`src/rtl/gaussian_pkg.sv`:
```
// gaussian_pkg: accelerator register map, sequencer states and per-window timing
// shared by the Gaussian window sequencer and its address generator.
package gaussian_pkg;
  localparam logic [3:0] ACC_RESULT = 4'd0;
  localparam logic [3:0] ACC_IMG00  = 4'd1;
  localparam logic [3:0] ACC_IMG01  = 4'd2;
  localparam logic [3:0] ACC_IMG02  = 4'd3;
  localparam logic [3:0] ACC_IMG10  = 4'd4;
  localparam logic [3:0] ACC_IMG11  = 4'd5;
  localparam logic [3:0] ACC_IMG12  = 4'd6;
  localparam logic [3:0] ACC_IMG20  = 4'd7;
  localparam logic [3:0] ACC_IMG21  = 4'd8;
  localparam logic [3:0] ACC_IMG22  = 4'd9;
  localparam logic [3:0] FETCH_LEN  = 4'd10;
  localparam int         PIX_CYCLES = 12;
  typedef enum logic [2:0] {IDLE, CHECK, FETCH, CONV, STORE, DONE} state_t;
  function automatic logic [1:0] win_row(input logic [3:0] k);
    return k < 4'd3 ? 2'd0 : k < 4'd6 ? 2'd1 : 2'd2;
  endfunction
  function automatic logic [1:0] win_col(input logic [3:0] k);
    return k < 4'd3 ? k[1:0] : k < 4'd6 ? 2'(k - 4'd3) : 2'(k - 4'd6);
  endfunction
endpackage

```
`src/rtl/gaussian_win_addr.sv`:
```
// gaussian_win_addr: row/col/rowbase walker producing the source address of window
// element k and the first address of the following window, using adders only.
module gaussian_win_addr
  import gaussian_pkg::*;
#(
  parameter int ADDR_W = 16,
  parameter int DIM_W  = 10
) (
  input  logic              clk,
  input  logic              reset_n,
  input  logic              init,
  input  logic              step,
  input  logic [DIM_W-1:0]  img_w,
  input  logic [DIM_W-1:0]  img_h,
  input  logic [ADDR_W-1:0] src_base,
  input  logic [3:0]        k,
  output logic [ADDR_W-1:0] addr,
  output logic [ADDR_W-1:0] next_addr,
  output logic              last
);
  logic [DIM_W-1:0]  row, col;
  logic [ADDR_W-1:0] rb_up, rb, rb_dn, w, row_base;
  logic              col_end;
  assign w         = ADDR_W'(img_w);
  assign col_end   = col == img_w - DIM_W'(2);
  assign last      = col_end && row == img_h - DIM_W'(2);
  assign row_base  = win_row(k) == 2'd0 ? rb_up : win_row(k) == 2'd1 ? rb : rb_dn;
  assign addr      = row_base + ADDR_W'(col) + ADDR_W'(win_col(k)) - ADDR_W'(1);
  // first element of the next window: top-left pixel after the column/row advance
  assign next_addr = col_end ? rb : rb_up + ADDR_W'(col);
  always_ff @(posedge clk or negedge reset_n)
    if (!reset_n) begin
      row   <= '0;
      col   <= '0;
      rb_up <= '0;
      rb    <= '0;
      rb_dn <= '0;
    end else if (init) begin
      row   <= DIM_W'(1);
      col   <= DIM_W'(1);
      rb_up <= src_base;
      rb    <= src_base + w;
      rb_dn <= src_base + w + w;
    end else if (step) begin
      if (col_end) begin
        col   <= DIM_W'(1);
        row   <= row + DIM_W'(1);
        rb_up <= rb;
        rb    <= rb_dn;
        rb_dn <= rb_dn + w;
      end else begin
        col <= col + DIM_W'(1);
      end
    end
endmodule

```
`src/rtl/gaussian_window_seq.sv`:
```
// gaussian_window_seq: bus master walking every interior pixel of an image, loading
// each 3x3 window into the Gaussian accelerator and storing results compactly.
module gaussian_window_seq
  import gaussian_pkg::*;
#(
  parameter int ADDR_W = 16,
  parameter int DIM_W  = 10
) (
  input  logic              clk,
  input  logic              reset_n,
  input  logic              start,
  input  logic [DIM_W-1:0]  img_w,
  input  logic [DIM_W-1:0]  img_h,
  input  logic [ADDR_W-1:0] src_base,
  input  logic [ADDR_W-1:0] dst_base,
  output logic              busy,
  output logic              done,
  output logic              err,
  output logic [ADDR_W-1:0] src_addr,
  output logic              src_rd,
  input  logic [31:0]       src_rddata,
  output logic [ADDR_W-1:0] dst_addr,
  output logic              dst_wr,
  output logic [31:0]       dst_wrdata,
  output logic [3:0]        acc_addr,
  output logic              acc_wr_en,
  output logic              acc_rd_en,
  output logic [31:0]       acc_writedata,
  input  logic [31:0]       acc_readdata
);
  state_t            state;
  logic [3:0]        k;
  logic [DIM_W-1:0]  w_r, h_r;
  logic [ADDR_W-1:0] src_r, dst_r, n, win_addr, first_addr;
  logic              last;
  gaussian_win_addr #(.ADDR_W(ADDR_W), .DIM_W(DIM_W)) u_win_addr (
    .clk      (clk),
    .reset_n  (reset_n),
    .init     (state == CHECK),
    .step     (state == STORE),
    .img_w    (w_r),
    .img_h    (h_r),
    .src_base (src_r),
    .k        (k + 4'd1),
    .addr     (win_addr),
    .next_addr(first_addr),
    .last     (last)
  );
  // read data lands one cycle after its strobe, so it is forwarded straight through
  assign acc_writedata = acc_wr_en ? src_rddata : '0;
  always_ff @(posedge clk or negedge reset_n)
    if (!reset_n) begin
      state      <= IDLE;
      k          <= '0;
      n          <= '0;
      w_r        <= '0;
      h_r        <= '0;
      src_r      <= '0;
      dst_r      <= '0;
      busy       <= 1'b0;
      done       <= 1'b0;
      err        <= 1'b0;
      src_addr   <= '0;
      src_rd     <= 1'b0;
      dst_addr   <= '0;
      dst_wr     <= 1'b0;
      dst_wrdata <= '0;
      acc_addr   <= '0;
      acc_wr_en  <= 1'b0;
      acc_rd_en  <= 1'b0;
    end else begin
      case (state)
        IDLE: if (start) begin
          w_r   <= img_w;
          h_r   <= img_h;
          src_r <= src_base;
          dst_r <= dst_base;
          err   <= 1'b0;
          busy  <= 1'b1;
          state <= CHECK;
        end
        CHECK: if (w_r < DIM_W'(3) || h_r < DIM_W'(3)) begin
          err   <= 1'b1;
          done  <= 1'b1;
          busy  <= 1'b0;
          state <= DONE;
        end else begin
          n        <= '0;
          k        <= '0;
          src_rd   <= 1'b1;
          src_addr <= src_r;
          state    <= FETCH;
        end
        FETCH: if (k == FETCH_LEN - 4'd1) begin
          acc_wr_en <= 1'b0;
          acc_rd_en <= 1'b1;
          acc_addr  <= ACC_RESULT;
          state     <= CONV;
        end else begin
          k         <= k + 4'd1;
          src_rd    <= k < 4'd8;
          src_addr  <= win_addr;
          acc_wr_en <= 1'b1;
          acc_addr  <= ACC_IMG00 + k;
        end
        CONV: begin
          acc_rd_en  <= 1'b0;
          dst_wrdata <= acc_readdata;
          dst_wr     <= 1'b1;
          dst_addr   <= dst_r + n;
          state      <= STORE;
        end
        STORE: begin
          dst_wr <= 1'b0;
          n      <= n + ADDR_W'(1);
          if (last) begin
            done  <= 1'b1;
            busy  <= 1'b0;
            state <= DONE;
          end else begin
            k        <= '0;
            src_rd   <= 1'b1;
            src_addr <= first_addr;
            state    <= FETCH;
          end
        end
        DONE: begin
          done  <= 1'b0;
          state <= IDLE;
        end
        default: state <= IDLE;
      endcase
    end
endmodule

```
`config.mk`:
```
export PLATFORM = sky130hd
export DESIGN_NAME = gaussian_window_seq
export DESIGN_NICKNAME = d
export VERILOG_FILES = /design/src/rtl/gaussian_pkg.sv /design/src/rtl/gaussian_win_addr.sv /design/src/rtl/gaussian_window_seq.sv
export SDC_FILE = /design/constraint.sdc
export NUM_CORES = 1
export LEC_CHECK = 0
export CELL_PAD_IN_SITES_DETAIL_PLACEMENT = 1
export CELL_PAD_IN_SITES_GLOBAL_PLACEMENT = 1
export CORE_MARGIN = 2
export CORE_UTILIZATION = 45
export DETAILED_ROUTE_END_ITERATION = 7
export PLACE_DENSITY_LB_ADDON = 0.15
export SLEW_MARGIN = 25
export SYNTH_ARGS = -nofsm -noshare
export SYNTH_HDL_FRONTEND = slang
export SYNTH_SLANG_ARGS = --single-unit
```
`constraint.sdc`:
```
create_clock -name clk -period 14.9 [get_ports clk]
set_input_delay 4.47 -clock clk [delete_from_list [all_inputs] [get_ports clk]]
set_output_delay 4.47 -clock clk [all_outputs]
set_load 0.02 [all_outputs]
```
Yosys cells after proc, flatten, opt, wreduce, memory -nomap -nowiden
Index checks and enable logic that the tools add are counted.
{"block": "totals", "register_bits": 218, "wordCells": 137, "in_bits": 119, "out_inout_bits": 107}
{"block": "classes", "n_eq_ne": 16, "n_addsub": 16, "reduce_logical": 21, "order_cmp": 5, "muxes": 56}
{"operator": "$mux W16", "count": 16}
{"operator": "$add A16 B10 Y16", "count": 5}
{"operator": "$mux W10", "count": 6}
{"operator": "$pmux W16 S3", "count": 1}
{"operator": "$mux W32", "count": 1}
{"operator": "$pmux W16 S2", "count": 1}
{"operator": "$add A10 B1 Y10 const B", "count": 2}
{"operator": "$eq A10 B10 Y1", "count": 2}
{"operator": "$lt A10 B2 Y1 const B", "count": 2}
{"operator": "$sub A10 B2 Y10 const B", "count": 2}
{"operator": "$add A16 B1 Y16 const B", "count": 1}
{"operator": "$add A16 B16 Y16", "count": 1}
{"operator": "$add A16 B2 Y16", "count": 1}
{"operator": "$mux W4", "count": 4}
{"operator": "$sub A16 B1 Y16 const B", "count": 1}
{"operator": "$pmux W3 S5", "count": 1}
{"operator": "$ne A2 B2 Y1 const B", "count": 7}
{"operator": "$mux W3", "count": 4}
{"operator": "$pmux W4 S3", "count": 1}
{"operator": "$mux W1", "count": 11}
{"operator": "$reduce_and A2 Y1", "count": 5}
{"operator": "$reduce_bool A2 Y1", "count": 5}
{"operator": "$pmux W1 S3", "count": 3}
{"operator": "$reduce_bool A3 Y1", "count": 3}
{"operator": "other kinds (18)", "count": 28}

Logic depth before layout (Yosys ltp)
{"block": "depth", "ltp_word": 12, "mapped_depth": 25, "mapped_depth_nobuf": 22}

Modules after synthesis
Synthesis repeated with hierarchy kept, for this count alone.
{"block": "hier_totals", "hier_cells": 1542, "area_unflattened_um2": 13997.2}
{"module": "gaussian_window_seq", "n_inst": 1, "area_each_um2": 7239.4, "cells_per_inst": 710, "seq_area_each_um2": 3753.6}
{"module": "gaussian_win_addr", "n_inst": 1, "area_each_um2": 6757.7, "cells_per_inst": 832, "seq_area_each_um2": 1701.6}

Worst setup path before layout
No wires, ideal clock.
{"block": "synth_timing", "path_type": "input-to-output", "from": "input src_rddata[0]", "to": "output acc_writedata[0]", "stages": 1, "n_path_buf": 0, "t_arrival_ns": 4.686, "t_required_ns": 10.430, "setup_slack_ns": 5.744, "cell_sequence": "and2_1"}
{"block": "synth_via", "elab_chain_cells": 1}
{"item": "from (decl)", "line_no": "gaussian_window_seq.sv:21", "source": "input logic [31:0] src_rddata,"}
{"item": "$mux W32", "line_no": "gaussian_window_seq.sv:50", "source": "assign acc_writedata = acc_wr_en ? src_rddata : '0;"}
{"item": "to (decl)", "line_no": "gaussian_window_seq.sv:28", "source": "output logic [31:0] acc_writedata,"}
No other way between the ends.

Worst setup path after layout
{"block": "layout_timing", "from": "input src_rddata[23]", "to": "output acc_writedata[23]"}
The elaborated chain is that of the path after synthesis.

==> results.md <==
- The flow ran to the end, and the final reports show no timing, DRC or antenna violations.
- The routed length on met3 is 2530 um.
- The share of total power dissipated in combinational logic is 0.621.
- The number of buffers added on ports is 225.
- The initial core utilization is 0.459.
- Walking the worst path, the cells encountered are clkdlybuf4s50_1, and2_1, clkdlybuf4s50_1.
- The antenna diode count is 0.
- The worst IR drop on VDD is 0.155 mV.
- Static timing analysis puts the maximum clock frequency at 0.0973 GHz.
- The share of total power dissipated in sequential elements is 0.238.
- The actual transition at the worst max-transition pin is 0.859 ns.
- The average wire per cell in the routed design is 20.4 um.
- Buffers added to address setup during post-CTS repair amount to 0.
- Clock skew on the completed layout was measured at 0.0148 ns.
- In the post-route analysis, the smallest setup slack over all paths is 4.63 ns.
- Along the worst hold path, the cell count comes to 1.
- Of all nets on the critical path, the largest fanout is 1.
- The number of cells traversed by the worst register-to-register path is 22.
- The smallest clock period supported by the final layout is computed as 10.27 ns.
- The data required time of the critical path is 10.43 ns.
- The synthesized flop and latch total is 218.
- The final estimated routing congestion in global placement is 0.839.
- The share of async-settable or async-resettable flops after synthesis is 1.00.
- The number of enable-type register cells in the synthesized netlist is 0.
- The class of the tightest hold or removal check is flop to flop.
- Of the total power, the share spent switching nets is 0.457.
- The number of hold violations in the final report was 0.
- Synthesis produced a netlist whose cell count is 1456.
- After detailed routing, the total wire length is 42300 um.
- Setup repair after global routing left no endpoint under its margin.
- The first detailed-routing pass took 5 iterations.
- The via count of the first global-routing pass is 12000.
- CTS saw 218 sinks.
- Of the available clock period, the critical path in the final layout requires 0.690.
- The register clock-pin slew on the reported worst setup and hold paths is 0.06 ns.
- The growth of design area from synthesis to finish is 25.5%.
- Of the cells placed in the final design, the portion with a size suffix greater than 1 is 0.0948.
- The area fraction in and, or, nand and nor cells after synthesis is 0.162.
- The most common flop cell mapped by yosys is dfrtp_1.
- Power comes to 4710 uW.
- The tightest slew margin relative to the limit is 0.426.
- The flop-to-flop setup slack is 9.19 ns.
- The most frequent cell on the critical path is clkdlybuf4s50_1.
- The library cells used most frequently in the layout, excluding fill and tap cells, are clkdlybuf4s50_1, dfrtp_1, nand2_1, o21ai_0, nor2_1.
- The fraction of power consumed by the clock network is 0.141.
- The HPWL after detailed placement is 32100 um.
- The area share of the leading cell type in the synthesized netlist is 0.399.
- The wire length of the first global-routing pass is 66400 um.
- The max-slew violation count is 0.
- The floorplan row count is 63.
- The die is 178 um tall.
- For this run, the slowest stage of the critical path takes 0.63 ns.
- The die width is 178 um.
- In this run the deepest clock path goes through 3 buffers.
- The launching element type of the critical path is an input port.
- The count of cells resized by post-cts repair is 0.
- The placed instances occupy a cell area of 16300 um2.
- Of the total synthesized cell area, the portion taken by full adders, half adders and majority gates is 0.0921.
- The sum of routed wire segments on met1 is 18100 um.
- Setup violations remaining at the end of the flow were counted as 0.
- STA puts the critical path data arrival time at 5.80 ns.
- Summed over all nets, the switching power comes to 2150 uW.
- The residual antenna-violating net count after detailed routing is 0.
- The clock tree root buffer cell is clkbuf_16.
- Pin placement for this block handled 226 I/O pins.
- The slowest stage of the critical path belongs to the cell clkdlybuf4s50_1.
- The initial antenna violation count came to 1.
- The yosys synthesis warning count is 0.
- Sorting the synthesized cells by area gives the leading types as dfrtp_1, ha_1, mux2_2.
- The maximum level of the CTS H-tree is 1.
- Entering global routing, the biggest net connects 85 pins.
- The filler cells instantiated in the layout total 3384.
- The total CTS buffers is 27.
- Setup total negative slack on the finished layout was measured at 0 ns.
- The minimum setup slack after placement is 4.58 ns.
- The cell-internal power is 2560 uW.
- The number of distinct library cells after synthesis is 69.
- The portion of netlist area occupied by mux cells is 0.0862.
- The detailed-route via count is 11700.
- The power per unit of standard cell area is 274 nW/um2.
- The worst setup path is captured at an output port.
- The share of the Yosys chip area taken by registers is 0.399.
- The static leakage power is 0.00747 uW.
- For this run, the total global-route usage over all layers was measured as 0.266.
- The placeable core region is 29800 um2.
- Using the TritonRoute via totals, the vias-per-cell ratio works out to 5.64.
- For this run, design rule violations remaining after detail routing come to 0.
- The synthesized design spends more area on one cell type than any other, namely dfrtp_1.
- Of the total synthesized cell area, the portion taken by XOR and XNOR cells is 0.0647.
- The mapped netlist covers 13700 um2.
- Leaving out fill and tap cells, the most frequent cell in the layout is clkdlybuf4s50_1.
- TritonCTS built the clock tree.
- For the worst-skew pair, the clock arrives at the later sink with an insertion delay of 0.54 ns.
- The compound-cell area share of the yosys netlist came to 0.159.
- The main combinational cell family by area after synthesis is simple AND/OR/NAND/NOR gates.
- The number of buffers added to fix hold violations after cts is 0.
- The number of nets at the end of the flow is 1876.
- The top metal layer carrying routed signals is met4.
- After the first detailed-routing iteration, the DRC count stood at 573.
- Each instance of the synthesized netlist takes up on average 9.39 um2.
- Detailed routing placed a total of 20400 um of wire on met2.
- The post-layout instance area is 17200 um2.
- Summed over all layers, the global routing overflow is 0.
- The total of max-cap violations is 0.
- The die outline area is 31800 um2.
- The critical path is of the input port to output port type.
- The number of nets in the synthesized netlist is 1672.
-- cell usage after synthesis (all sizes together), types with 13 or more instances --
cell type	number
nor2	102
xnor2	56
nand2b	16
o21ai	113
ha	91
o31ai	13
mux2	86
buf	18
xor2	45
a31oi	15
mux2i	21
and2	41
o21a	13
a21o	13
a22oi	16
dfrtp	218
clkbuf	47
nand2	176
inv	62
a21oi	66
nor3	25
nand3	32
-- power groups by stage --
| stage | Clock (uW) | Combinational, uW | Sequential [uW] |
|---|---|---|---|
| final | 663 | 2920 | 1120 |
| after global routing | 696 | 3250 | 1160 |
| after CTS | 677 | 2930 | 1120 |
| after detailed placement | 0 | 2890 | 1130 |
| after global placement | 0 | 2790 | 1110 |
| after floorplan | 0 | 2000 | 1130 |
-- through the flow --
step	hold slack, ns	std cells	utilization
after floorplan	0.462	1456	-
after detailed placement	0.469	2021	0.546
after global routing	0.505	2068	0.576
final	0.481	2068	0.576
after global placement	0.462	2021	0.546
after CTS	0.484	2068	0.576
-- state kept, by name, indices dropped and copies added, names as in the netlist --
register / count
acc_addr: 4
acc_rd_en: 1
acc_wr_en: 1
busy: 1
done: 1
dst_addr: 16
dst_r: 16
dst_wr: 1
dst_wrdata: 32
err: 1
h_r: 10
k: 4
n: 16
src_addr: 16
src_r: 16
src_rd: 1
state: 3
u_win_addr.col: 10
u_win_addr.rb: 16
u_win_addr.rb_dn: 16
u_win_addr.rb_up: 16
u_win_addr.row: 10
w_r: 10
-- kinds of logic after synthesis --
group                    Yosys count
AO/OA/AOI/OAI                    339
XOR/XNOR                         101
adder cells (fa/ha/maj)           97
buffers and inverters            127
flip-flops                       218
multiplexers                     107
AND/OR/NAND/NOR                  467
-- area by class of cell --
type | instances | area (um2) | area share
Clock buffer | 35 | 736 | 0.0429
Clock inverter | 12 | 154 | 0.00897
Inverter | 62 | 233 | 0.0136
Multi-Input combinational cell | 1111 | 7720 | 0.450
Sequential cell | 218 | 5460 | 0.318
Tap cell | 390 | 488 | 0.0284
Timing Repair Buffer | 240 | 2370 | 0.138
-- worst max-delay path: cells and delay by family --
family                 cells  cell delay [ns]
and+or+nand+nor            1             0.15
buffers and inverters      2             1.18
-- per-layer routing --
metal / GRT usage / vias to the layer above
met2: 0.461 / 266
met5: 0 / -
li1: - / 5579
met1: 0.343 / 5777
met3: 0.0469 / 48
met4: 0.0718 / 0
-- path summary, 6_finish.rpt --
path,startpoint,to
min in group asynchronous,reset_n,dst_wrdata[23]
worst max register to register,k[0],src_addr[15]
worst min-delay path,acc_addr[0],acc_addr[0]
worst min register to register,acc_addr[0],acc_addr[0]
max in group asynchronous,reset_n,u_win_addr.rb_up[10]
worst max-delay path,src_rddata[23],acc_writedata[23]
Power figures use the tool's default switching activity.
